===== src/rtl/fpadd_pkg.sv =====
// fpadd_pkg -- shared definitions for the FP adder operand path.
//   FP_W          : operand / result width (IEEE-754 single)
//   seq_state_t   : operand sequencer state encoding (IDLE = 0)
//   state_busy()  : true for the states in which a run is in progress
package fpadd_pkg;

    localparam int FP_W = 32;

    typedef enum logic [2:0] {
        S_IDLE  = 3'd0,
        S_FETCH = 3'd1,
        S_LOAD  = 3'd2,
        S_ISSUE = 3'd3,
        S_WAIT  = 3'd4,
        S_HOLD  = 3'd5,
        S_DONE  = 3'd6
    } seq_state_t;

    function automatic logic state_busy(seq_state_t s);
        return (s == S_FETCH) || (s == S_LOAD) || (s == S_ISSUE) ||
               (s == S_WAIT)  || (s == S_HOLD);
    endfunction

endpackage


===== src/rtl/hold_timer.sv =====
// hold_timer -- counts the display hold interval.
//   clk, rst : clock, asynchronous active-low reset
//   clear    : restart the count from zero (has priority over enable)
//   enable   : advance the count this cycle
//   expire   : high on the last enabled cycle of a HOLD_CYCLES interval
// With HOLD_CYCLES = 1, expire is high on the first enabled cycle.
module hold_timer #(
    parameter int HOLD_CYCLES = 50000000
) (
    input  logic clk,
    input  logic rst,
    input  logic clear,
    input  logic enable,
    output logic expire
);

    localparam int CW = (HOLD_CYCLES > 1) ? $clog2(HOLD_CYCLES) : 1;
    localparam logic [CW-1:0] LAST = CW'(HOLD_CYCLES - 1);

    logic [CW-1:0] cnt;

    assign expire = enable && (cnt == LAST);

    always_ff @(posedge clk or negedge rst) begin
        if (!rst) begin
            cnt <= '0;
        end else if (clear) begin
            cnt <= '0;
        end else if (enable) begin
            // wrap on expiry so a re-entry without a clear still starts at 0
            cnt <= expire ? '0 : cnt + CW'(1);
        end
    end

endmodule


===== src/rtl/fp_operand_sequencer.sv =====
// fp_operand_sequencer -- walks an operand ROM, feeds each pair to an FP
// adder over a valid/ready handshake and holds each result for display.
//   clk, rst          : clock, asynchronous active-low reset
//   start             : level; begins a run when seen in IDLE or DONE
//   mem_addr          : ROM address (data returns one cycle later)
//   mem_a, mem_b      : ROM data
//   op_a, op_b        : adder operands, stable while op_valid is high
//   op_valid/op_ready : operand handshake
//   res_valid, res    : adder result strobe, only honoured while waiting
//   disp_result       : last latched result (LED / 7-segment stage)
//   disp_index        : pair index of disp_result
//   busy, done        : status, never both high
// Build option: define FPSEQ_LOOP_EN to wrap from the last pair back to
// pair 0 forever instead of stopping in DONE.
module fp_operand_sequencer
    import fpadd_pkg::*;
#(
    parameter int NUM         = 10,
    parameter int HOLD_CYCLES = 50000000,
    localparam int AW         = (NUM > 1) ? $clog2(NUM) : 1
) (
    input  logic            clk,
    input  logic            rst,
    input  logic            start,
    output logic [AW-1:0]   mem_addr,
    input  logic [FP_W-1:0] mem_a,
    input  logic [FP_W-1:0] mem_b,
    output logic [FP_W-1:0] op_a,
    output logic [FP_W-1:0] op_b,
    output logic            op_valid,
    input  logic            op_ready,
    input  logic            res_valid,
    input  logic [FP_W-1:0] res,
    output logic [FP_W-1:0] disp_result,
    output logic [AW-1:0]   disp_index,
    output logic            busy,
    output logic            done
);

    localparam logic [AW-1:0] LAST_IDX = AW'(NUM - 1);

    seq_state_t    state;
    logic [AW-1:0] idx;
    logic          hold_clear;
    logic          hold_en;
    logic          hold_expire;

    // The ROM is addressed straight from the registered pair index.
    assign mem_addr = idx;

    // Counter restarts on the same edge the result is latched.
    assign hold_clear = (state == S_WAIT) && res_valid;
    assign hold_en    = (state == S_HOLD);

    hold_timer #(
        .HOLD_CYCLES (HOLD_CYCLES)
    ) u_hold (
        .clk    (clk),
        .rst    (rst),
        .clear  (hold_clear),
        .enable (hold_en),
        .expire (hold_expire)
    );

    always_ff @(posedge clk or negedge rst) begin
        if (!rst) begin
            state       <= S_IDLE;
            idx         <= '0;
            op_a        <= '0;
            op_b        <= '0;
            op_valid    <= 1'b0;
            disp_result <= '0;
            disp_index  <= '0;
            busy        <= 1'b0;
            done        <= 1'b0;
        end else begin
            case (state)
                S_IDLE, S_DONE: begin
                    if (start) begin
                        state <= S_FETCH;
                        idx   <= '0;
                        busy  <= 1'b1;
                        done  <= 1'b0;
                    end
                end
                // address is out; ROM data lands during LOAD
                S_FETCH: state <= S_LOAD;
                S_LOAD: begin
                    op_a     <= mem_a;
                    op_b     <= mem_b;
                    op_valid <= 1'b1;
                    state    <= S_ISSUE;
                end
                S_ISSUE: begin
                    if (op_valid && op_ready) begin
                        op_valid <= 1'b0;
                        state    <= S_WAIT;
                    end
                end
                S_WAIT: begin
                    if (res_valid) begin
                        disp_result <= res;
                        disp_index  <= idx;
                        state       <= S_HOLD;
                    end
                end
                S_HOLD: begin
                    if (hold_expire) begin
                        if (idx < LAST_IDX) begin
                            idx   <= idx + AW'(1);
                            state <= S_FETCH;
                        end else begin
`ifdef FPSEQ_LOOP_EN
                            idx   <= '0;
                            state <= S_FETCH;
`else
                            state <= S_DONE;
                            busy  <= 1'b0;
                            done  <= 1'b1;
`endif
                        end
                    end
                end
                default: begin
                    state    <= S_IDLE;
                    op_valid <= 1'b0;
                    busy     <= 1'b0;
                    done     <= 1'b0;
                end
            endcase
        end
    end

endmodule

===== config.mk =====
export PLATFORM = sky130hd
export DESIGN_NAME = fp_operand_sequencer
export DESIGN_NICKNAME = d
export VERILOG_FILES = /design/src/rtl/fpadd_pkg.sv /design/src/rtl/hold_timer.sv /design/src/rtl/fp_operand_sequencer.sv
export SDC_FILE = /design/constraint.sdc
export NUM_CORES = 1
export LEC_CHECK = 0
export CORE_AREA = 5 5 149 151
export CTS_BUF_LIST = sky130_fd_sc_hd__clkbuf_4
export CTS_CLUSTER_DIAMETER = 120
export DETAILED_ROUTE_END_ITERATION = 10
export DIE_AREA = 0 0 154 156
export GPL_ROUTABILITY_DRIVEN = 0
export GPL_TIMING_DRIVEN = 0
export SYNTH_ARGS = -nofsm -noshare
export SYNTH_HDL_FRONTEND = slang
export SYNTH_HIERARCHICAL = 1
export SYNTH_SLANG_ARGS = --single-unit

===== constraint.sdc =====
create_clock -name clk -period 2.54 [get_ports clk]
set_input_delay 0.254 -clock clk [delete_from_list [all_inputs] [get_ports clk]]
set_output_delay 0.254 -clock clk [all_outputs]
set_load 0.03 [all_outputs]

==> impl_metrics.tcl <==
set metrics [dict create \
    status "finished, final reports clean" \
    drcViolationCount 0 \
    crit_required_ps 2950 \
    rsz0062_at_grt "yes" \
    power_switching_mw 4.10 \
    drtIter0Drc 181 \
    worst_pin_slew_ps 632 \
    syn_area_per_cell_sq_um 13.9 \
    power_frac_comb_pct 52.0 \
    cts.clk_slew.worst_paths_ps 120 \
    insertion_delay_ps 530 \
    setup_viol 0 \
    ys_seq_elements 136 \
    dp.cells 920 \
    syn-instance-count 437 \
    synth_most_common_cell "dfrtp_1" \
    instances_no_fill 963 \
    crit_path_max_fanout 5 \
    finalWirelength_um 15500 \
    synthFlopType "dfrtp_1" \
    async_reset_ff_share_pct 100 \
    finalHoldViolCount 0 \
    clock_sinks 136 \
    synth_area_leader_cell "dfrtp_1" \
    dieHeight_um 156 \
    fp.dieArea_sq_mm 0.0240 \
    reg2regPathDepth 7 \
    finClkSkew_ps 23.5 \
    hold_class "primary input to async pin" \
    areaGrowthSynthToFinish_pct 47.6 \
    firstDrtPassIters 4 \
    cts_buffers 17 \
    maxSlewHeadroom_pct 57.7 \
    fin_crit_ps 2520 \
    layout-drive-gt1-share_pct 26.5 \
    period_share_pct 99.1 \
    synthTopCellsByCount "dfrtp_1 (136), mux2_2 (69), mux2_4 (29), a21oi_1 (18), nand2_1 (17)" \
    final_nets 780 \
    synth_area_leaders "dfrtp_1 (56%), mux2_2 (13%), mux2_4 (7.2%)" \
    cts_root_buf "clkbuf_4" \
    grtUsageTotal_pct 12.7 \
    initial_core_util_pct 29.3 \
    synth-edff-count 0 \
    synth.distinct_cells 52 \
    holdWs_ps 259 \
    grt_pass1_wl_um 24500 \
    syn_area_sq_mm 0.00606 \
    portBuffers 207 \
    tritoncts "done" \
    ant_nets 0 \
    coreArea_sq_mm 0.0207 \
    ios 208 \
    wl_per_cell_um 16.1 \
    power.leakage_nw 3.73 \
    htreeDepth 4 \
    max_freq_mhz 397 \
    place_hpwl_um 11600 \
    cp_data_arrival_time_ps 2930 \
    ir_worst_vdd_v 0.000352 \
    r2r_end "done$_DFFE_PN0P_" \
    grt-ovfl-total 0 \
    dieWidth_um 154 \
    cts_max_path_buffers 2 \
    vias 4362 \
    maxCapViolCount 0 \
    place_area_sq_mm 0.00850 \
    power.density_mw_per_mm2 1170 \
    p_sw_share_pct 39.2 \
    reg2reg_from "u_hold/cnt[11]$_DFFE_PN0P_" \
    ys_seq_area_share_pct 56.2 \
    grt_pass1_vias 4434 \
    seqPwrFrac_pct 33.3 \
    yosysTopAreaCellShare_pct 56.2 \
    rows 53 \
    grt_max_degree 78 \
    slew_violations 0 \
    end_kind "flop" \
    crit_start "u_hold/cnt[11]$_DFFE_PN0P_" \
    synth_nets 543 \
    yosysWarnings 6 \
    r2r_slack_ps 20 \
    crit_end "done$_DFFE_PN0P_" \
    design_area_sq_mm 0.00894 \
    cell_internal_pwr_mw 6.35 \
    vias_per_cell 4.53 \
    antenna_found_initial 1 \
    critPathLaunchType "flop" \
    clock_power_share_pct 14.7 \
    critPathKind "flop to flop" \
]
-- worst max-delay path, cell delays in order (launching register included) --
cell	delay [ps]
dfrtp_1	430
or4_1	530
or4_4	570
nor2_4	100
inv_2	70
a22oi_4	180
a21boi_4	220
mux2_4	310
-- area by class of cell --
class / instances / area [sq um]
buffer: 19 / 201
clock buffer: 17 / 128
sequential: 136 / 3410
clock inverter: 14 / 175
fill: 1926 / 11700
timing repair buffer: 219 / 2190
inverter: 9 / 36.3
antenna: 2 / 5.00
multi-input combinational: 272 / 2460
tap: 275 / 344
-- logic make-up (layout without fill, tap and decap cells) --
kind of cell | count (synthesis) | in the layout | share of synthesized area (%)
flip-flops | 136 | 136 | 56.2
multiplexers | 107 | 107 | 21.6
AND/OR/NAND/NOR | 97 | 97 | 9.52
AO/OA/AOI/OAI | 53 | 53 | 6.07
buffers and inverters | 29 | 278 | 3.99
XOR/XNOR | 10 | 10 | 1.57
adder cells (fa/ha/maj) | 5 | 5 | 1.03
other | 0 | 2 | 0
-- timing repair --
action	in CTS	in global routing
gates resized for setup	10	6
endpoints found under the hold margin	59	0
buffers inserted	2	8
hold buffers	1	0
pin swaps	4	2
endpoints found under the setup margin	15	15
-- layout by cell type (no fill, tap or decap), types with 5 or more instances in the layout --
cell type	synthesis	layout
mux2_1	7	7
xor2_1	7	7
mux2_4	29	30
o21ai_0	14	14
o31ai_1	7	7
nor3_1	5	5
nor2_1	15	14
mux2_2	69	68
nand4_1	14	14
clkbuf_4	0	17
a21oi_1	18	18
inv_1	8	7
nand2_1	17	17
nand3_1	7	7
clkdlybuf4s50_1	0	206
dfrtp_1	136	134
or4_1	7	7
ha_1	5	5
buf_6	8	9
or3_1	8	8
buf_4	6	15
-- through the flow --
step	power (mW)	TNS [ps]	setup slack [ps]	util [%]
floorplan	6.72	0	29.1	-
global placement	8.88	-568190	-4170	41.0
detailed placement	8.97	-2490	-270	41.1
CTS	10.6	0	1.42	42.8
global route	11.0	-52.1	-34.2	43.2
finish	10.4	0	22.3	43.2
-- sequential cells by signal, summed over array words and instances, names as in the netlist --
| name | cells |
|---|---|
| disp_result | 32 |
| op_valid | 1 |
| op_a | 32 |
| state | 3 |
| op_b | 32 |
| mem_addr | 4 |
| done | 1 |
| busy | 1 |
| u_hold/cnt | 26 |
| disp_index | 4 |
-- power by group through the flow --
stage          Clock [mW]  Sequential (mW)  Combinational (mW)
6_report             1.53             3.48                5.43
5_1_grt              1.69             3.61                5.70
4_1_cts              1.61             3.50                5.47
3_5_place_dp            0             3.54                5.44
3_3_place_gp            0             3.50                5.38
2_1_floorplan           0             5.05                1.68
-- worst min path at each step --
stage | depth (start not counted) | to | slack [ps]
floorplan | 0 | busy$_DFFE_PN0P_ | -40
CTS | 2 | op_a[30]$_DFFE_PN0P_ | 230
global route | 2 | op_a[30]$_DFFE_PN0P_ | 270
global placement | 1 | op_a[8]$_DFFE_PN0P_ | 470
finish | 2 | op_a[30]$_DFFE_PN0P_ | 260
detailed placement | 1 | op_a[30]$_DFFE_PN0P_ | 270
-- routing by layer --
layer	GRT usage, %	part of all wire (%)
met4	3.91	1.7
met3	3.63	5.8
met5	0	0
met1	16.0	42
met2	21.3	51
Note: power is estimated with default switching activity, not from simulation.
